`src/rtl/console_cell_shader_if.sv`:
```
// Cell load / pixel stream bundle for console_cell_shader.
// cursor_cell exists only when CONSOLE_CURSOR_EN is defined.
interface console_cell_shader_if #(
   parameter int CELL_WIDTH = 8
);
   logic                  frame_start;
   logic                  load;
   logic [CELL_WIDTH-1:0] glyph_row;
   logic [23:0]           fgrgb;
   logic [23:0]           bgrgb;
   logic                  blink;
`ifdef CONSOLE_CURSOR_EN
   logic                  cursor_cell;
`endif
   logic [23:0]           rgb;
   logic                  rgb_valid;
   logic                  blink_phase;

`ifdef CONSOLE_CURSOR_EN
   modport master (
      output frame_start, load, glyph_row, fgrgb, bgrgb, blink, cursor_cell,
      input  rgb, rgb_valid, blink_phase
   );
   modport slave (
      input  frame_start, load, glyph_row, fgrgb, bgrgb, blink, cursor_cell,
      output rgb, rgb_valid, blink_phase
   );
`else
   modport master (
      output frame_start, load, glyph_row, fgrgb, bgrgb, blink,
      input  rgb, rgb_valid, blink_phase
   );
   modport slave (
      input  frame_start, load, glyph_row, fgrgb, bgrgb, blink,
      output rgb, rgb_valid, blink_phase
   );
`endif
endinterface

```
`src/rtl/console_cell_shader.sv`:
```
// Character-cell pixel serializer with frame-based blink timer.
// Optional inverse-video cursor is enabled by defining CONSOLE_CURSOR_EN.
module console_cell_shader #(
   parameter int CELL_WIDTH   = 8,
   parameter int BLINK_FRAMES = 32
) (
   input  logic                   clk_pixel,
   input  logic                   reset,
   console_cell_shader_if.slave   bus
);
   localparam int CNT_W = $clog2(CELL_WIDTH + 1);
   localparam int FRM_W = (BLINK_FRAMES > 1) ? $clog2(BLINK_FRAMES) : 1;
   localparam logic [CNT_W-1:0] CNT_FULL = CNT_W'(CELL_WIDTH - 1);
   localparam logic [FRM_W-1:0] FRM_LAST = FRM_W'(BLINK_FRAMES - 1);

   logic [CELL_WIDTH-1:0] shift_q, shift_d;
   logic [CNT_W-1:0]      cnt_q, cnt_d;
   logic [23:0]           fg_q, fg_d;
   logic [23:0]           bg_q, bg_d;
   logic [23:0]           rgb_q, rgb_d;
   logic                  valid_q, valid_d;
   logic [FRM_W-1:0]      frame_q, frame_d;
   logic                  phase_q, phase_d;

   logic [23:0]           fg_sub_s;
   logic [23:0]           fg_eff_s;
   logic [23:0]           bg_eff_s;

   // Colour resolution at load: blink substitution first, then cursor swap.
   always_comb begin
      fg_sub_s = bus.fgrgb;
      if (bus.blink && phase_q) begin
         fg_sub_s = bus.bgrgb;
      end else begin
         fg_sub_s = bus.fgrgb;
      end
`ifdef CONSOLE_CURSOR_EN
      if (bus.cursor_cell && !phase_q) begin
         fg_eff_s = bus.bgrgb;
         bg_eff_s = fg_sub_s;
      end else begin
         fg_eff_s = fg_sub_s;
         bg_eff_s = bus.bgrgb;
      end
`else
      fg_eff_s = fg_sub_s;
      bg_eff_s = bus.bgrgb;
`endif
   end

   // Pixel serializer: a load always restarts the cell, dropping any old pixels.
   always_comb begin
      shift_d = shift_q;
      cnt_d   = cnt_q;
      fg_d    = fg_q;
      bg_d    = bg_q;
      rgb_d   = 24'h000000;
      valid_d = 1'b0;
      if (bus.load) begin
         shift_d = {bus.glyph_row[CELL_WIDTH-2:0], 1'b0};
         cnt_d   = CNT_FULL;
         fg_d    = fg_eff_s;
         bg_d    = bg_eff_s;
         rgb_d   = bus.glyph_row[CELL_WIDTH-1] ? fg_eff_s : bg_eff_s;
         valid_d = 1'b1;
      end else if (cnt_q != {CNT_W{1'b0}}) begin
         shift_d = {shift_q[CELL_WIDTH-2:0], 1'b0};
         cnt_d   = cnt_q - CNT_W'(1);
         rgb_d   = shift_q[CELL_WIDTH-1] ? fg_q : bg_q;
         valid_d = 1'b1;
      end else begin
         rgb_d   = 24'h000000;
         valid_d = 1'b0;
      end
   end

   // Blink timer: phase toggles on the frame_start that wraps the count.
   always_comb begin
      frame_d = frame_q;
      phase_d = phase_q;
      if (bus.frame_start) begin
         if (frame_q == FRM_LAST) begin
            frame_d = {FRM_W{1'b0}};
            phase_d = ~phase_q;
         end else begin
            frame_d = frame_q + FRM_W'(1);
         end
      end else begin
         frame_d = frame_q;
      end
   end

   // State registers with synchronous reset.
   always_ff @(posedge clk_pixel) begin
      if (reset) begin
         shift_q <= {CELL_WIDTH{1'b0}};
         cnt_q   <= {CNT_W{1'b0}};
         fg_q    <= 24'h000000;
         bg_q    <= 24'h000000;
         rgb_q   <= 24'h000000;
         valid_q <= 1'b0;
         frame_q <= {FRM_W{1'b0}};
         phase_q <= 1'b0;
      end else begin
         shift_q <= shift_d;
         cnt_q   <= cnt_d;
         fg_q    <= fg_d;
         bg_q    <= bg_d;
         rgb_q   <= rgb_d;
         valid_q <= valid_d;
         frame_q <= frame_d;
         phase_q <= phase_d;
      end
   end

   assign bus.rgb         = rgb_q;
   assign bus.rgb_valid   = valid_q;
   assign bus.blink_phase = phase_q;

endmodule
```
`src/flat_wrapper.sv`:
```
// flat-port wrapper written by rule: the top's interface ports become plain ports
module console_cell_shader_flat 
#(
   parameter int CELL_WIDTH   = 8,
   parameter int BLINK_FRAMES = 32
)
  (clk_pixel, reset, bus_frame_start, bus_load, bus_glyph_row, bus_fgrgb, bus_bgrgb, bus_blink, bus_rgb, bus_rgb_valid, bus_blink_phase);
  console_cell_shader_if #(.CELL_WIDTH(CELL_WIDTH)) bus_i ();
  input  logic clk_pixel;
  input  logic reset;
  input wire logic [$bits(bus_i.frame_start)-1:0] bus_frame_start;
  input wire logic [$bits(bus_i.load)-1:0] bus_load;
  input wire logic [$bits(bus_i.glyph_row)-1:0] bus_glyph_row;
  input wire logic [$bits(bus_i.fgrgb)-1:0] bus_fgrgb;
  input wire logic [$bits(bus_i.bgrgb)-1:0] bus_bgrgb;
  input wire logic [$bits(bus_i.blink)-1:0] bus_blink;
  output wire logic [$bits(bus_i.rgb)-1:0] bus_rgb;
  output wire logic [$bits(bus_i.rgb_valid)-1:0] bus_rgb_valid;
  output wire logic [$bits(bus_i.blink_phase)-1:0] bus_blink_phase;
  assign bus_i.frame_start = bus_frame_start;
  assign bus_i.load = bus_load;
  assign bus_i.glyph_row = bus_glyph_row;
  assign bus_i.fgrgb = bus_fgrgb;
  assign bus_i.bgrgb = bus_bgrgb;
  assign bus_i.blink = bus_blink;
  assign bus_rgb = bus_i.rgb;
  assign bus_rgb_valid = bus_i.rgb_valid;
  assign bus_blink_phase = bus_i.blink_phase;
  console_cell_shader #(.CELL_WIDTH(CELL_WIDTH), .BLINK_FRAMES(BLINK_FRAMES)) u_core (.clk_pixel(clk_pixel), .reset(reset), .bus(bus_i));
endmodule
```
`config.mk`:
```
export PLATFORM = sky130hd
export DESIGN_NAME = console_cell_shader_flat
export DESIGN_NICKNAME = d
export VERILOG_FILES = /design/src/rtl/console_cell_shader_if.sv /design/src/rtl/console_cell_shader.sv /design/src/flat_wrapper.sv
export SDC_FILE = /design/constraint.sdc
export NUM_CORES = 1
export LEC_CHECK = 0
export BUFFER_PORTS_ARGS = -buffer_cell sky130_fd_sc_hd__buf_2
export CORE_ASPECT_RATIO = 0.7
export CORE_MARGIN = 2
export CORE_UTILIZATION = 54
export CTS_CLUSTER_SIZE = 12
export DETAILED_ROUTE_END_ITERATION = 16
export PLACE_DENSITY = 0.79
export SETUP_SLACK_MARGIN = 0.4
export SKIP_LAST_GASP = 1
export SLEW_MARGIN = 10
export SYNTH_ARGS = -nofsm -noshare
export SYNTH_HDL_FRONTEND = slang
export SYNTH_SLANG_ARGS = --single-unit
```
`constraint.sdc`:
```
create_clock -name clk_pixel -period 1.7 [get_ports clk_pixel]
set_input_delay 0.255 -clock clk_pixel [delete_from_list [all_inputs] [get_ports clk_pixel]]
set_output_delay 0.255 -clock clk_pixel [all_outputs]
set_load 0.01 [all_outputs]
```
; ---- After elaboration in Yosys (flattened, before gate mapping)
; Index checks and enable logic that the tools add are counted.
[classes]
bitwise_logic = 1
n_eq_ne = 1
n_reduce_logical = 5
n_mux = 12
n_addsub = 2
[ops]
columns = operator, n
row1 = 24-bit two-way mux, 5
row2 = 8-bit two-way mux, 2
row3 = 3-bit two-way mux, 2
row4 = "5-bit by 1-bit adder with 5-bit output, second input constant", 1
row5 = "5-bit == test, second input constant", 1
row6 = 5-bit two-way mux, 1
row7 = 4-bit nonzero test, 1
row8 = "4-bit by 1-bit subtractor with 4-bit output, second input constant", 1
row9 = 1-bit two-way mux, 2
row10 = 2-bit AND reduction, 1
row11 = 2-bit nonzero test, 1
row12 = 2-bit OR reduction, 1
row13 = 1-bit logical AND, 1
row14 = 1-bit inverter, 1
[word_totals]
output_inout_bits = 26
regBits = 90
in_bits = 61
word_cells = 30

; ---- Logic depth before layout (Yosys ltp)
[depth]
depth_word = 4
ltp_mapped = 7
mapped_depth_nobuf = 6

; ---- Worst setup path before layout
; OpenSTA, ideal clock, no wires.
[synth_path]
path_type = reg-to-reg
start = register u_core.cnt_q[0]
end = register u_core.cnt_q[3]
t_arrival_ns = 1.422
setup_ns = 0.062
path_stages_with_launch = 8
synth_period_minus_slack_ns = 1.484
required_ns = 1.638
path_slack_ns = 0.216
n_path_buf = 2
path_cell_list = dfxtp_1 > inv_1 > ha_1 > nor3b_4 > or3_1 > buf_6 > buf_12 > nor2_4
[synth_via]
elab_chain_len = 1
word_cells_on_any_way = 2
cone_classes = add/sub (1) / reduce/logical (1)
[synth_lines]
columns = element, line
row1 = start: declaration, console_cell_shader.sv:17  ; logic [CNT_W-1:0] cnt_q, cnt_d;
row2 = start signal: assignment, console_cell_shader.sv:97  ; cnt_q <= {CNT_W{1'b0}};
row3 = start signal: assignment, console_cell_shader.sv:106  ; cnt_q <= cnt_d;
row4 = 4-bit by 1-bit subtractor with 4-bit output / 4-bit nonzero test (equally long branches), "console_cell_shader.sv:68, console_cell_shader.sv:66"
; Parallel ways exist; a longest one is shown, timed or not.
; A chain may end at the register's enable or synchronous reset.

; ---- Final worst setup path
[layout_path]
start = register u_core.cnt_q[1]
end = register u_core.rgb_q[21] (netlist: u_core.bus.rgb[21])
[layout_via]
elab_chain_len = 3
[layout_lines]
columns = element, line
row1 = 4-bit nonzero test, console_cell_shader.sv:66  ; end else if (cnt_q != {CNT_W{1'b0}}) begin
row2 = 24-bit two-way mux, console_cell_shader.sv:66
row3 = 24-bit two-way mux, console_cell_shader.sv:59  ; if (bus.load) begin
row4 = end signal: assignment, console_cell_shader.sv:109  ; rgb_q <= rgb_d;
row5 = end: declaration, console_cell_shader.sv:20  ; logic [23:0] rgb_q, rgb_d;
; Every way passes these cells.

==> flow_summary.toml <==
[final_layout]
fillers = 548
num_antenna_cells = 0
finalNetCount = 567
area_growth_pct = 25.26
multiInputGateArea_um2 = 2211
seqCellArea_um2 = 1813
drive_gt1_share_pct = 36.29

[setup_path]
slowest_delay_ns = 0.39
worst_ep_required_time_ns = 1.98
crit_type = "reg2reg"
cp-end-kind = "flip-flop"
path_max_fanout = 6
arrival_ns = 1.75
crit-reg2reg-launch = "u_core.cnt_q[1]$_SDFFE_PP0P_"
start_kind = "flip-flop"
crit_start = "u_core.cnt_q[1]$_SDFFE_PP0P_"
rrSetupSlack_ns = 0.23
cp_slowest_cell = "or3_4"
path_cells = "inv_2 > ha_4 > nor3b_4 > or3_4 > buf_4 > o22ai_2"

[logic_synthesis]
yosysWarnings = 0
synth_area_um2 = 4081
yosysSeqAreaShare_pct = 44.14
syn_inst = 415
ys_ff_latch = 90
synth.net_count = 480
synth.distinct_cells = 37
syn_avg_cell_area_um2 = 9.835

[timing]
skew_ns = 0.006574
rsz0062_at_grt = "yes"
period_share_pct = 86.40
drv_slew = 0
setup_tns_ns = 0
min_period_ns = 1.469
max_freq_mhz = 680.9
worstMarginPinSlew_ns = 0.5131
relSlewSlack_pct = 65.79
setup_viol_count_final = 0
hold_violations = 0

[placement]
portBuffers = 86
gp_routability_congestion = 0.7893
hpwl_um = 6735

[die]
coreArea_um2 = 7320
row_count = 26
dieWidth_um = 107.9
die-area_um2 = 8280
start_util_pct = 55.76
design.portCount = 87
dieHeight_um = 76.74

[routing]
avgRoutedWirePerCell_um = 17.41
viasPerCell = 5.838
vias = 3532
wirelength_um = 10530
drc = 0
final_antenna_net_count = 0
drtPass1Iterations = 6
drt_iter0_markers = 218

[cts]
cts_root_buffer = "clkbuf_8"
ctsHtreeMaxLevel = 3
cts-hold-fix-buffers = 0
numClockSinks = 90
numCtsBuffers = 9
clk_latency_ns = 0.35
tritoncts = "yes"
clk_path_buf_depth = 2
cts.reportedPaths.clkPinSlew_ns = 0.08

[worst_hold_path]
hold_path_class = "in2reg"
min_from = "bus_glyph_row[0]"

[global_route]
grt_overflow = 0
grtUsageTotal_pct = 24.98
grt_pass1_wl_um = 16370
antenna_found_initial = 0
grt_max_degree = 44
first_global_vias = 3347

[power]
p_leak_nw = 2.220
power_mw = 4.873
powerDensity_nw_per_um2 = 953.2
peakVddDrop_uv = 489.8

[run_status]
status = "completed"

[flow_run]
maxCapViolCount = 0
## layout make-up
type	count	area share (%)
clock buffers	12	3.035
clock inverters	4	1.444
inverters	3	0.2203
multi-input cells	284	43.25
flip-flops and latches	90	35.46
well taps	98	2.398
repair buffers	114	14.19
## cell usage in the layout (no fill, tap or decap), types with 3 or more instances in the layout
cell type  instances
buf_4             21
nor3_2             5
buf_12             6
dfxtp_1           83
mux2i_1           75
nand2_1           25
o22ai_2           22
a311oi_1          23
nor4_1             4
ha_4               3
a21oi_1            6
nand3_1           26
buf_2             85
clkbuf_8          11
nor3_1             6
dfxtp_2            6
nor2_1            62
## worst max-delay path, delay by kind of cell, from the launching register on
| family | cells | cell delay, ns |
|---|---|---|
| simple gates | 2 | 0.54 |
| flops | 1 | 0.35 |
| buf+inv | 2 | 0.24 |
| fa+ha+maj | 1 | 0.16 |
| compound gates | 1 | 0.11 |
## routing by layer
layer / global-route usage, % / wire, µm / up-vias
li1: - / - / 1670
met1: 34.01 / 4732 / 1696
met2: 39.81 / 4979 / 147
met3: 5.102 / 651 / 19
met4: 8.077 / 170 / 0
met5: 0 / 0 / -
## per-stage QoR
step	hold WS, ns	area (µm²)	worst slack [ns]	util (%)	std cells
global route	0.1563	5112	0.1993	69.85	605
global placement	0.4687	4678	0.1969	63.91	579
detailed placement	0.4796	4678	0.1531	63.91	579
floorplan	0.3990	4163	0.2432	-	415
finish	0.1639	5112	0.2313	69.85	605
CTS	0.1484	5009	0.2387	68.43	601
## registers in the layout (all words and copies together), names as in the netlist
| name | cells |
|---|---|
| u_core.bus.blink_phase | 1 |
| u_core.cnt_q | 4 |
| u_core.fg_q | 24 |
| u_core.frame_q | 5 |
| u_core.bg_q | 24 |
| u_core.shift_q | 7 |
| u_core.bus.rgb_valid | 1 |
| u_core.bus.rgb | 24 |
## cells by family (layout without fill, tap and decap cells)
family                   after synthesis  after routing  synth area share (%)
AND/OR/NAND/NOR                      141            142                 15.60
adder cells (fa/ha/maj)                4              4                 1.226
AO/OA/AOI/OAI                         59             59                 13.67
multiplexers                          75             75                 18.39
flip-flops                            90             90                 44.14
buffers and inverters                 42            133                 6.100
XOR/XNOR                               4              4                0.8585
## Yosys cell counts, drive strengths merged
master	number	area, µm²
a2111oi	2	23.77
a21boi	1	11.26
a21oi	6	30.03
a311oi	25	219.0
and3	1	6.260
buf	22	170.1
clkbuf	17	67.57
clkinv	1	3.750
dfxtp	90	1802
ha	4	50.05
inv	2	7.510
mux2i	75	750.7
nand2	27	101.4
nand2b	1	6.260
nand3	26	130.1
nand4	2	12.51
nor2	63	244.0
nor3	12	60.06
nor3b	2	26.28
nor4	4	25.02
nor4bb	1	10.01
o21ai	1	5.000
o22ai	24	269.0
or3	1	6.260
or3b	1	8.760
xnor2	2	17.52
xor2	2	17.52
## report_power, final
| group | switching (mW) | internal [mW] | total [mW] |
|---|---|---|---|
| Sequential | 0.0825 | 2.26 | 2.34 |
| Clock | 0.731 | 0.910 | 1.64 |
| Combinational | 0.475 | 0.418 | 0.893 |
## worst paths after layout
path                                                       end  cells past startpoint
worst max-delay path             u_core.bus.rgb[21]$_SDFF_PP0_                      6
worst min-delay path            u_core.shift_q[1]$_SDFFE_PP0P_                      3
worst min register to register    u_core.fg_q[17]$_SDFFE_PP0P_                      2
worst max register to register   u_core.bus.rgb[21]$_SDFF_PP0_                      6
## timing repair
| action | 4_1_cts | 5_1_grt |
|---|---|---|
| setup buffers | 5 | 4 |
| pin swaps | 6 | 6 |
| resized for setup | 13 | 15 |
| cloned | 1 | 0 |
| setup endpoints to repair | 45 | 41 |
No activity file was read; power rests on OpenSTA's default activity.
